$ cat src/rtl/led_defs.sv
// Shared constants, state encodings and helpers for the multiplexed 7-segment LED controller.
// Segment bytes are {dp,g,f,e,d,c,b,a}, active-high.
package led_defs;

  localparam logic [7:0] SEG_0     = 8'h3F;
  localparam logic [7:0] SEG_1     = 8'h06;
  localparam logic [7:0] SEG_2     = 8'h5B;
  localparam logic [7:0] SEG_3     = 8'h4F;
  localparam logic [7:0] SEG_4     = 8'h66;
  localparam logic [7:0] SEG_5     = 8'h6D;
  localparam logic [7:0] SEG_6     = 8'h7D;
  localparam logic [7:0] SEG_7     = 8'h07;
  localparam logic [7:0] SEG_8     = 8'h7F;
  localparam logic [7:0] SEG_9     = 8'h6F;
  localparam logic [7:0] SEG_BLANK = 8'h00;
  localparam logic [7:0] SEG_MINUS = 8'h40;

  typedef enum logic [1:0] {
    ST_IDLE   = 2'd0,
    ST_SHIFT  = 2'd1,
    ST_FORMAT = 2'd2
  } ctrl_state_e;

  function automatic int clog2(input int n);
    int r;
    r = 0;
    while ((1 << r) < n) r = r + 1;
    return r;
  endfunction

  function automatic logic [7:0] seg_of(input logic [3:0] d);
    logic [7:0] s;
    case (d)
      4'd0:    s = SEG_0;
      4'd1:    s = SEG_1;
      4'd2:    s = SEG_2;
      4'd3:    s = SEG_3;
      4'd4:    s = SEG_4;
      4'd5:    s = SEG_5;
      4'd6:    s = SEG_6;
      4'd7:    s = SEG_7;
      4'd8:    s = SEG_8;
      4'd9:    s = SEG_9;
      default: s = SEG_BLANK;
    endcase
    return s;
  endfunction

endpackage

$ cat src/rtl/led_display_controller_if.sv
// Control-side bundle between the calculator and the LED display controller.
// Handshake: load is a one-cycle request that is accepted only while busy=0; a load seen
// while busy=1 is dropped (no queueing). busy falls on the cycle the display buffer commits.
interface led_display_controller_if #(
  parameter int BIN_W = 14
);
  logic [BIN_W-1:0] value;
  logic             neg;
  logic             load;
  logic             blank_lz;
  logic             blink;
  logic             busy;
  logic             ovf;

  modport master (output value, neg, load, blank_lz, blink, input busy, ovf);
  modport slave  (input value, neg, load, blank_lz, blink, output busy, ovf);
endinterface

$ cat src/rtl/bin2bcd_seq.sv
// Sequential double-dabble converter: start captures bin and performs the first step,
// then one step per cycle until all BIN_W bits are shifted in; done is high while idle.
module bin2bcd_seq
  import led_defs::*;
#(
  parameter int BIN_W = 14,
  parameter int BCD_W = 4 * (((BIN_W + 1) * 302 + 999) / 1000)
) (
  input  logic             clk,
  input  logic             rst_n,
  input  logic             start,
  input  logic [BIN_W-1:0] bin,
  output logic             done,
  output logic [BCD_W-1:0] bcd
);
  localparam int NDIG  = BCD_W / 4;
  localparam int CNT_W = clog2(BIN_W + 1);

  logic [BIN_W-1:0] bin_q, bin_d;
  logic [BCD_W-1:0] bcd_q, bcd_d, adj;
  logic [CNT_W-1:0] cnt_q, cnt_d;

  always_comb begin
    adj = bcd_q;
    for (int i = 0; i < NDIG; i++) begin
      if (adj[4*i +: 4] >= 4'd5) adj[4*i +: 4] = adj[4*i +: 4] + 4'd3;
    end
  end

  always_comb begin
    bin_d = bin_q;
    bcd_d = bcd_q;
    cnt_d = cnt_q;
    if (start) begin
      // Adjusting an all-zero BCD is a no-op, so the first step is just the shift-in.
      bcd_d = {{(BCD_W-1){1'b0}}, bin[BIN_W-1]};
      bin_d = bin << 1;
      cnt_d = CNT_W'(BIN_W - 1);
    end else if (cnt_q != '0) begin
      bcd_d = {adj[BCD_W-2:0], bin_q[BIN_W-1]};
      bin_d = bin_q << 1;
      cnt_d = cnt_q - 1'b1;
    end
  end

  always_ff @(posedge clk or negedge rst_n) begin
    if (!rst_n) begin
      bin_q <= '0;
      bcd_q <= '0;
      cnt_q <= '0;
    end else begin
      bin_q <= bin_d;
      bcd_q <= bcd_d;
      cnt_q <= cnt_d;
    end
  end

  assign done = (cnt_q == '0);
  assign bcd  = bcd_q;

endmodule

$ cat src/rtl/led_display_controller.sv
// Multiplexed 7-segment display controller: sequential BCD conversion, formatting with
// leading-zero blanking, minus sign and overflow dashes, double-buffered scan with blink.
module led_display_controller
  import led_defs::*;
#(
  parameter int DIGITS   = 4,
  parameter int BIN_W    = 14,
  parameter int CLK_FREQ = 50_000_000,
  parameter int SCAN_HZ  = 1000,
  parameter int BLINK_HZ = 2
) (
  input  logic                    clk,
  input  logic                    reset,
  led_display_controller_if.slave ctrl,
  output logic [DIGITS-1:0]       com,
  output logic [7:0]              seg,
  output ctrl_state_e             dbg_state_o
);
  localparam int BCD_W     = 4 * (((BIN_W + 1) * 302 + 999) / 1000);
  localparam int NBCD      = BCD_W / 4;
  localparam int EXT_D     = ((NBCD > DIGITS) ? NBCD : DIGITS) + 1;
  localparam int SCAN_DIV  = CLK_FREQ / SCAN_HZ;
  localparam int BLINK_DIV = CLK_FREQ / (2 * BLINK_HZ);
  localparam int SCAN_W    = clog2(SCAN_DIV + 1);
  localparam int BLINK_W   = clog2(BLINK_DIV + 1);
  localparam int IDX_W     = clog2(DIGITS);

  ctrl_state_e              state_q;
  logic                     busy_q, ovf_q, neg_q;
  logic [DIGITS-1:0][7:0]   buf_q, buf_d, fmt_segs;
  logic                     fmt_ovf;
  logic                     bcd_start, bcd_done;
  logic [BCD_W-1:0]         bcd;
  logic [4*EXT_D-1:0]       bcd_ext;
  logic [DIGITS-1:0][3:0]   dig;
  int                       msd, minus_pos;

  logic [SCAN_W-1:0]        scan_cnt_q;
  logic [BLINK_W-1:0]       blink_cnt_q;
  logic [IDX_W-1:0]         idx_q, idx_d;
  logic                     started_q, started_d, phase_q, phase_d;
  logic                     scan_tick, blink_tick, show;
  logic [DIGITS-1:0]        com_q;
  logic [7:0]               seg_q;

  assign bcd_start = (state_q == ST_IDLE) && ctrl.load;

  bin2bcd_seq #(.BIN_W(BIN_W), .BCD_W(BCD_W)) u_bcd (
    .clk   (clk),
    .rst_n (reset),
    .start (bcd_start),
    .bin   (ctrl.value),
    .done  (bcd_done),
    .bcd   (bcd)
  );

  // Zero-extended so digits beyond the converter width read as 0 and overflow is a simple OR.
  assign bcd_ext = {{(4*EXT_D-BCD_W){1'b0}}, bcd};

  always_comb begin
    dig       = '0;
    msd       = -1;
    minus_pos = DIGITS - 1;
    fmt_segs  = '0;
    for (int i = 0; i < DIGITS; i++) begin
      dig[i] = bcd_ext[4*i +: 4];
      if (dig[i] != 4'd0) msd = i;
    end
    fmt_ovf = (|(bcd_ext >> (4*DIGITS))) || (neg_q && (dig[DIGITS-1] != 4'd0));
    if (ctrl.blank_lz) minus_pos = msd + 1;
    for (int i = 0; i < DIGITS; i++) begin
      if (ctrl.blank_lz && (i > msd) && (i != 0)) fmt_segs[i] = SEG_BLANK;
      else                                        fmt_segs[i] = seg_of(dig[i]);
      if (neg_q && (msd >= 0) && (i == minus_pos)) fmt_segs[i] = SEG_MINUS;
    end
    if (fmt_ovf) fmt_segs = {DIGITS{SEG_MINUS}};
  end

  always_ff @(posedge clk or negedge reset) begin
    if (!reset) begin
      state_q <= ST_IDLE;
      busy_q  <= 1'b0;
      ovf_q   <= 1'b0;
      neg_q   <= 1'b0;
      buf_q   <= '0;
    end else begin
      case (state_q)
        ST_IDLE: if (ctrl.load) begin
          state_q <= ST_SHIFT;
          busy_q  <= 1'b1;
          neg_q   <= ctrl.neg;
        end
        ST_SHIFT: if (bcd_done) state_q <= ST_FORMAT;
        ST_FORMAT: begin
          state_q <= ST_IDLE;
          busy_q  <= 1'b0;
          buf_q   <= fmt_segs;
          ovf_q   <= fmt_ovf;
        end
        default: state_q <= ST_IDLE;
      endcase
    end
  end

  // Scan outputs are built from next-state values so a commit or tick is visible on the same edge.
  assign buf_d      = (state_q == ST_FORMAT) ? fmt_segs : buf_q;
  assign scan_tick  = (scan_cnt_q == SCAN_W'(SCAN_DIV - 1));
  assign blink_tick = (blink_cnt_q == BLINK_W'(BLINK_DIV - 1));
  assign idx_d      = !scan_tick ? idx_q :
                      (idx_q == IDX_W'(DIGITS - 1)) ? '0 : idx_q + 1'b1;
  assign started_d  = started_q | scan_tick;
  assign phase_d    = phase_q ^ blink_tick;
  assign show       = started_d & ~(ctrl.blink & phase_d);

  always_ff @(posedge clk or negedge reset) begin
    if (!reset) begin
      scan_cnt_q  <= '0;
      blink_cnt_q <= '0;
      idx_q       <= '0;
      started_q   <= 1'b0;
      phase_q     <= 1'b0;
      com_q       <= '1;
      seg_q       <= SEG_BLANK;
    end else begin
      scan_cnt_q  <= scan_tick ? '0 : scan_cnt_q + 1'b1;
      blink_cnt_q <= blink_tick ? '0 : blink_cnt_q + 1'b1;
      idx_q       <= idx_d;
      started_q   <= started_d;
      phase_q     <= phase_d;
      com_q       <= show ? ~(DIGITS'(1) << idx_d) : '1;
      seg_q       <= show ? buf_d[idx_d] : SEG_BLANK;
    end
  end

  assign com         = com_q;
  assign seg         = seg_q;
  assign ctrl.busy   = busy_q;
  assign ctrl.ovf    = ovf_q;
  assign dbg_state_o = state_q;

endmodule
$ cat src/flat_wrapper.sv
// flat-port wrapper written by rule: the top's interface ports become plain ports
module led_display_controller_flat import led_defs::*;
#(
  parameter int DIGITS   = 4,
  parameter int BIN_W    = 14,
  parameter int CLK_FREQ = 50_000_000,
  parameter int SCAN_HZ  = 1000,
  parameter int BLINK_HZ = 2
)
  (clk, reset, com, seg, dbg_state_o, ctrl_value, ctrl_neg, ctrl_load, ctrl_blank_lz, ctrl_blink, ctrl_busy, ctrl_ovf);
  led_display_controller_if #(.BIN_W(BIN_W)) ctrl_i ();
  input  logic clk;
  input  logic reset;
  output logic [DIGITS-1:0] com;
  output logic [7:0] seg;
  output ctrl_state_e dbg_state_o;
  input wire logic [$bits(ctrl_i.value)-1:0] ctrl_value;
  input wire logic [$bits(ctrl_i.neg)-1:0] ctrl_neg;
  input wire logic [$bits(ctrl_i.load)-1:0] ctrl_load;
  input wire logic [$bits(ctrl_i.blank_lz)-1:0] ctrl_blank_lz;
  input wire logic [$bits(ctrl_i.blink)-1:0] ctrl_blink;
  output wire logic [$bits(ctrl_i.busy)-1:0] ctrl_busy;
  output wire logic [$bits(ctrl_i.ovf)-1:0] ctrl_ovf;
  assign ctrl_i.value = ctrl_value;
  assign ctrl_i.neg = ctrl_neg;
  assign ctrl_i.load = ctrl_load;
  assign ctrl_i.blank_lz = ctrl_blank_lz;
  assign ctrl_i.blink = ctrl_blink;
  assign ctrl_busy = ctrl_i.busy;
  assign ctrl_ovf = ctrl_i.ovf;
  led_display_controller #(.DIGITS(DIGITS), .BIN_W(BIN_W), .CLK_FREQ(CLK_FREQ), .SCAN_HZ(SCAN_HZ), .BLINK_HZ(BLINK_HZ)) u_core (.clk(clk), .reset(reset), .ctrl(ctrl_i), .com(com), .seg(seg), .dbg_state_o(dbg_state_o));
endmodule
$ cat config.mk
export PLATFORM = sky130hd
export DESIGN_NAME = led_display_controller_flat
export DESIGN_NICKNAME = d
export VERILOG_FILES = /design/src/rtl/led_defs.sv /design/src/rtl/led_display_controller_if.sv /design/src/rtl/bin2bcd_seq.sv /design/src/rtl/led_display_controller.sv /design/src/flat_wrapper.sv
export SDC_FILE = /design/constraint.sdc
export NUM_CORES = 1
export LEC_CHECK = 0
export CORE_UTILIZATION = 38
export CTS_CLUSTER_SIZE = 12
export DETAILED_ROUTE_END_ITERATION = 10
export PLACE_DENSITY = 0.57
export SLEW_MARGIN = 5
export SYNTH_ARGS = -nofsm -noshare
export SYNTH_HDL_FRONTEND = slang
export SYNTH_SLANG_ARGS = --single-unit
$ cat constraint.sdc
create_clock -name clk -period 3.5 [get_ports clk]
set_input_delay 0.7 -clock clk [delete_from_list [all_inputs] [get_ports clk]]
set_output_delay 0.7 -clock clk [all_outputs]
set_load 0.02 [all_outputs]
==> reports/metrics.csv <==
stage,metric,value,unit
critical_path,Critical Setup Path Class,reg -> reg,
layout,area delta synth->final,17.1,%
logic_synthesis,synth cell count leaders,"dfrtp_1, nand2_1, nor2_1",
logic_synthesis,Syn Inst Count,762,
critical_path,Slowest cell on crit path,dfrtp_1,
logic_synthesis,top post-synthesis cells by area,"dfrtp_1, ha_1, nand2_1, nor2_1, o21ai_0",
critical_path,Startpoint Class,flip-flop,
power_and_ir_drop,VDD IR max,0.408,mV
cts,Sink Count,130,
timing,Max-slew headroom,18.0,%
cts,clk root buf,clkbuf_16,
route,M1 wire length,7940,microns
critical_path,Critical Path RT,3800,ps
route,Met2 Wirelength,7510,microns
timing,Tmin final,3300,ps
route,drt wl/cell,15.6,microns
cts,CTS Buf Count,17,
global_routing,global-route wire length before repair,27400,microns
global_routing,Total GRT Usage,17.7,%
cts,Max clock buf depth,2,
timing,"Slew Viols, Final",0,
floorplanning,chip height,139,microns
power_and_ir_drop,internal power,0.00386,W
cts,TritonCTS clock tree,done,
flow_run,max cap viols,0,
power_and_ir_drop,Net Sw Frac,37.0,%
power_and_ir_drop,Seq pwr share,35.5,%
cts,CTS H-Tree Depth,4,
timing,Tightest Pin Transition,1230,ps
logic_synthesis,most frequent cell after synthesis,dfrtp_1,
logic_synthesis,Yosys top cell by area,dfrtp_1,
critical_path,"setup slack, reg-to-reg",200,ps
timing,Setup Viol. Count Final,0,
floorplanning,core area,18200,sq um
route,Routed Antenna Nets,0,
global_routing,initial antenna violation count,0,
route,met3 wire length,611,microns
route,routed wire length,16300,microns
placement,IO buf count,35,
cts,"Reg clk slew, reported paths",60,ps
critical_path,"most used cell, CP",ha_1,
critical_path,worst r2r src,u_core.u_bcd.bcd[5]$_DFFE_PN0P_,
critical_path,Worst Reg-to-Reg Cells,11,
logic_synthesis,syn_area_per_cell,9.41,sq um
cts,hold buffer count at CTS,0,
cts,Clock Latency Late Sink,420,ps
logic_synthesis,number of flops mapped to enable cells by yosys,0,
timing,skew final,12.4,ps
logic_synthesis,Yosys warning count,0,
timing,RSZ-0062 raised after global routing,false,
floorplanning,Die Wd,139,microns
critical_path,CP max FO,9,
route,Initial DRC Count,391,
logic_synthesis,Netlist cell types,82,
logic_synthesis,"Async S/R FF share, synth",100,%
cts,CTS resizes,0,
layout,layout cells sized above 1,9.58,%
route,top sig layer,met4,
route,via density per instance,5.37,
layout,fin util,46.1,%
logic_synthesis,Mapped Area,7170,sq um
power_and_ir_drop,Clk network pwr share,29.2,%
timing,setup TNS,0,ps
route,drt drc,0,
layout,ant diodes,0,
cts,Post-CTS Setup Inserts,0,
logic_synthesis,Synth Flop Type,dfrtp_1,
run_status,outcome,"finished, final reports clean",
logic_synthesis,post-synth top area share,44.0,%
global_routing,largest net degree at the start of global routing,54,
route,via count,5600,
critical_path,cell chain of the critical path,"inv_1, ha_1, or3b_1, o21ai_2, nand2_1, ha_1, nor2_2, a41oi_2, a32o_1, o2bb2ai_1, o31a_1",
route,Initial DRT Pass Iterations,5,
power_and_ir_drop,Leak,3.76,nW
floorplanning,Rows,49,
timing,crit share post-route,94.3,%
placement,GPL Wtd Cong,0.819,
critical_path,CP endpoint kind,flip-flop,
critical_path,reg-to-reg endpoint,u_core.seg[1]$_DFF_PN0_,
floorplanning,DIE AREA,19400,sq um
power_and_ir_drop,part of the power in combinational logic,35.3,%
floorplanning,number of placed I/O pins,36,
power_and_ir_drop,pwr dens,729,nW/um^2
global_routing,gr ovfl total,0,
timing,Hold Fails Final Rpt,0,
layout,NumNets Final,859,
logic_synthesis,Syn Nets,819,
min_path,Hold Path Class,in -> async,
timing,Max Clk Rate,303,MHz
logic_synthesis,post-synthesis sequential area ratio,45.4,%
power_and_ir_drop,NetSw,0.00226,W
timing,Hold WS,321,ps
placement,HPWL after DPL,11400,microns
logic_synthesis,Yosys reg bits,130,
global_routing,vias in the first global route,5440,
critical_path,WP data arrival,3600,ps
critical_path,CP peak stage delay,470,ps
floorplanning,effective utilization at floorplan,39.4,%
## layer usage
layer  track usage [%]  vias to the layer above
met5                 0                        -
li1                  -                     2739
met4              5.32                        0
met3              3.85                       21
met1              24.3                     2740
met2              27.8                      100
## sequential cells by signal, summed over array words and instances (netlist names), 2 cells and up
register            flops
u_core.dbg_state_o      2
u_core.com              4
u_core.u_bcd.bin_q     13
u_core.scan_cnt_q      16
u_core.idx_q            2
u_core.seg              8
u_core.blink_cnt_q     24
u_core.u_bcd.cnt_q      4
u_core.buf_q           32
u_core.u_bcd.bcd       20
## through the flow
stage | area [sq um] | std cells | power (W) | setup WS (ps)
final | 8400 | 1043 | 0.00613 | 200
after global routing | 8400 | 1043 | 0.00656 | 1.63
after CTS | 8400 | 1043 | 0.00616 | 213
after detailed placement | 7810 | 1012 | 0.00434 | 224
after global placement | 7810 | 1012 | 0.00429 | 376
after floorplan | 7170 | 762 | 0.00371 | 608
## power groups by stage
stage	combinational, W	clock (W)	sequential (W)
after CTS	0.00216	0.00182	0.00218
after global placement	0.00211	0	0.00218
after floorplan	0.00161	0	0.00210
after detailed placement	0.00215	0	0.00219
final	0.00216	0.00179	0.00218
after global routing	0.00244	0.00188	0.00224
## how the worst max path moves through the flow
stage / start / to / slack (ps) / cells past startpoint
after floorplan: u_core.u_bcd.bcd[5]$_DFFE_PN0P_ / u_core.seg[3]$_DFF_PN0_ / 610 / 11
after global placement: u_core.u_bcd.bcd[5]$_DFFE_PN0P_ / u_core.seg[2]$_DFF_PN0_ / 380 / 11
after detailed placement: u_core.u_bcd.bcd[5]$_DFFE_PN0P_ / u_core.seg[1]$_DFF_PN0_ / 220 / 11
after CTS: u_core.u_bcd.bcd[5]$_DFFE_PN0P_ / u_core.seg[1]$_DFF_PN0_ / 210 / 11
after global routing: u_core.u_bcd.bcd[5]$_DFFE_PN0P_ / u_core.seg[2]$_DFF_PN0_ / 2 / 11
final: u_core.u_bcd.bcd[5]$_DFFE_PN0P_ / u_core.seg[1]$_DFF_PN0_ / 200 / 11
## cell type report
type	instances	area, sq um
Tap cell	229	287
Multi-Input combinational cell	572	3670
Inverter	29	109
Clock buffer	23	488
Clock inverter	8	101
Fill cell	1698	9810
Timing Repair Buffer	52	488
Sequential cell	130	3260
## logic make-up (layout without fill, tap and decap cells)
| group | after synthesis | after routing | synth area share, % |
|---|---|---|---|
| flops | 130 | 130 | 45.4 |
| xor+xnor | 43 | 43 | 5.25 |
| compound gates | 167 | 167 | 15.5 |
| buf+inv | 60 | 112 | 3.45 |
| mux | 8 | 8 | 1.15 |
| simple gates | 317 | 317 | 22.8 |
| fa+ha+maj | 37 | 37 | 6.45 |
## layout by cell type (no fill, tap or decap), types with 24 or more instances in the layout
cell type / count
a21oi_1: 42
clkdlybuf4s50_1: 34
dfrtp_1: 126
ha_1: 37
inv_1: 29
nand2_1: 105
nand3_1: 29
nor2_1: 76
o21ai_0: 43
xor2_1: 24
## worst max-delay path, delay by kind of cell, from the launching register on
kind                       cells  cell delay [ps]
AOI/OAI and AO/OA              5             1310
and+or+nand+nor                3              680
adders and majority gates      2              540
DFF                            1              470
buffers and inverters          1              160
No activity file was read; power rests on OpenSTA's default activity.
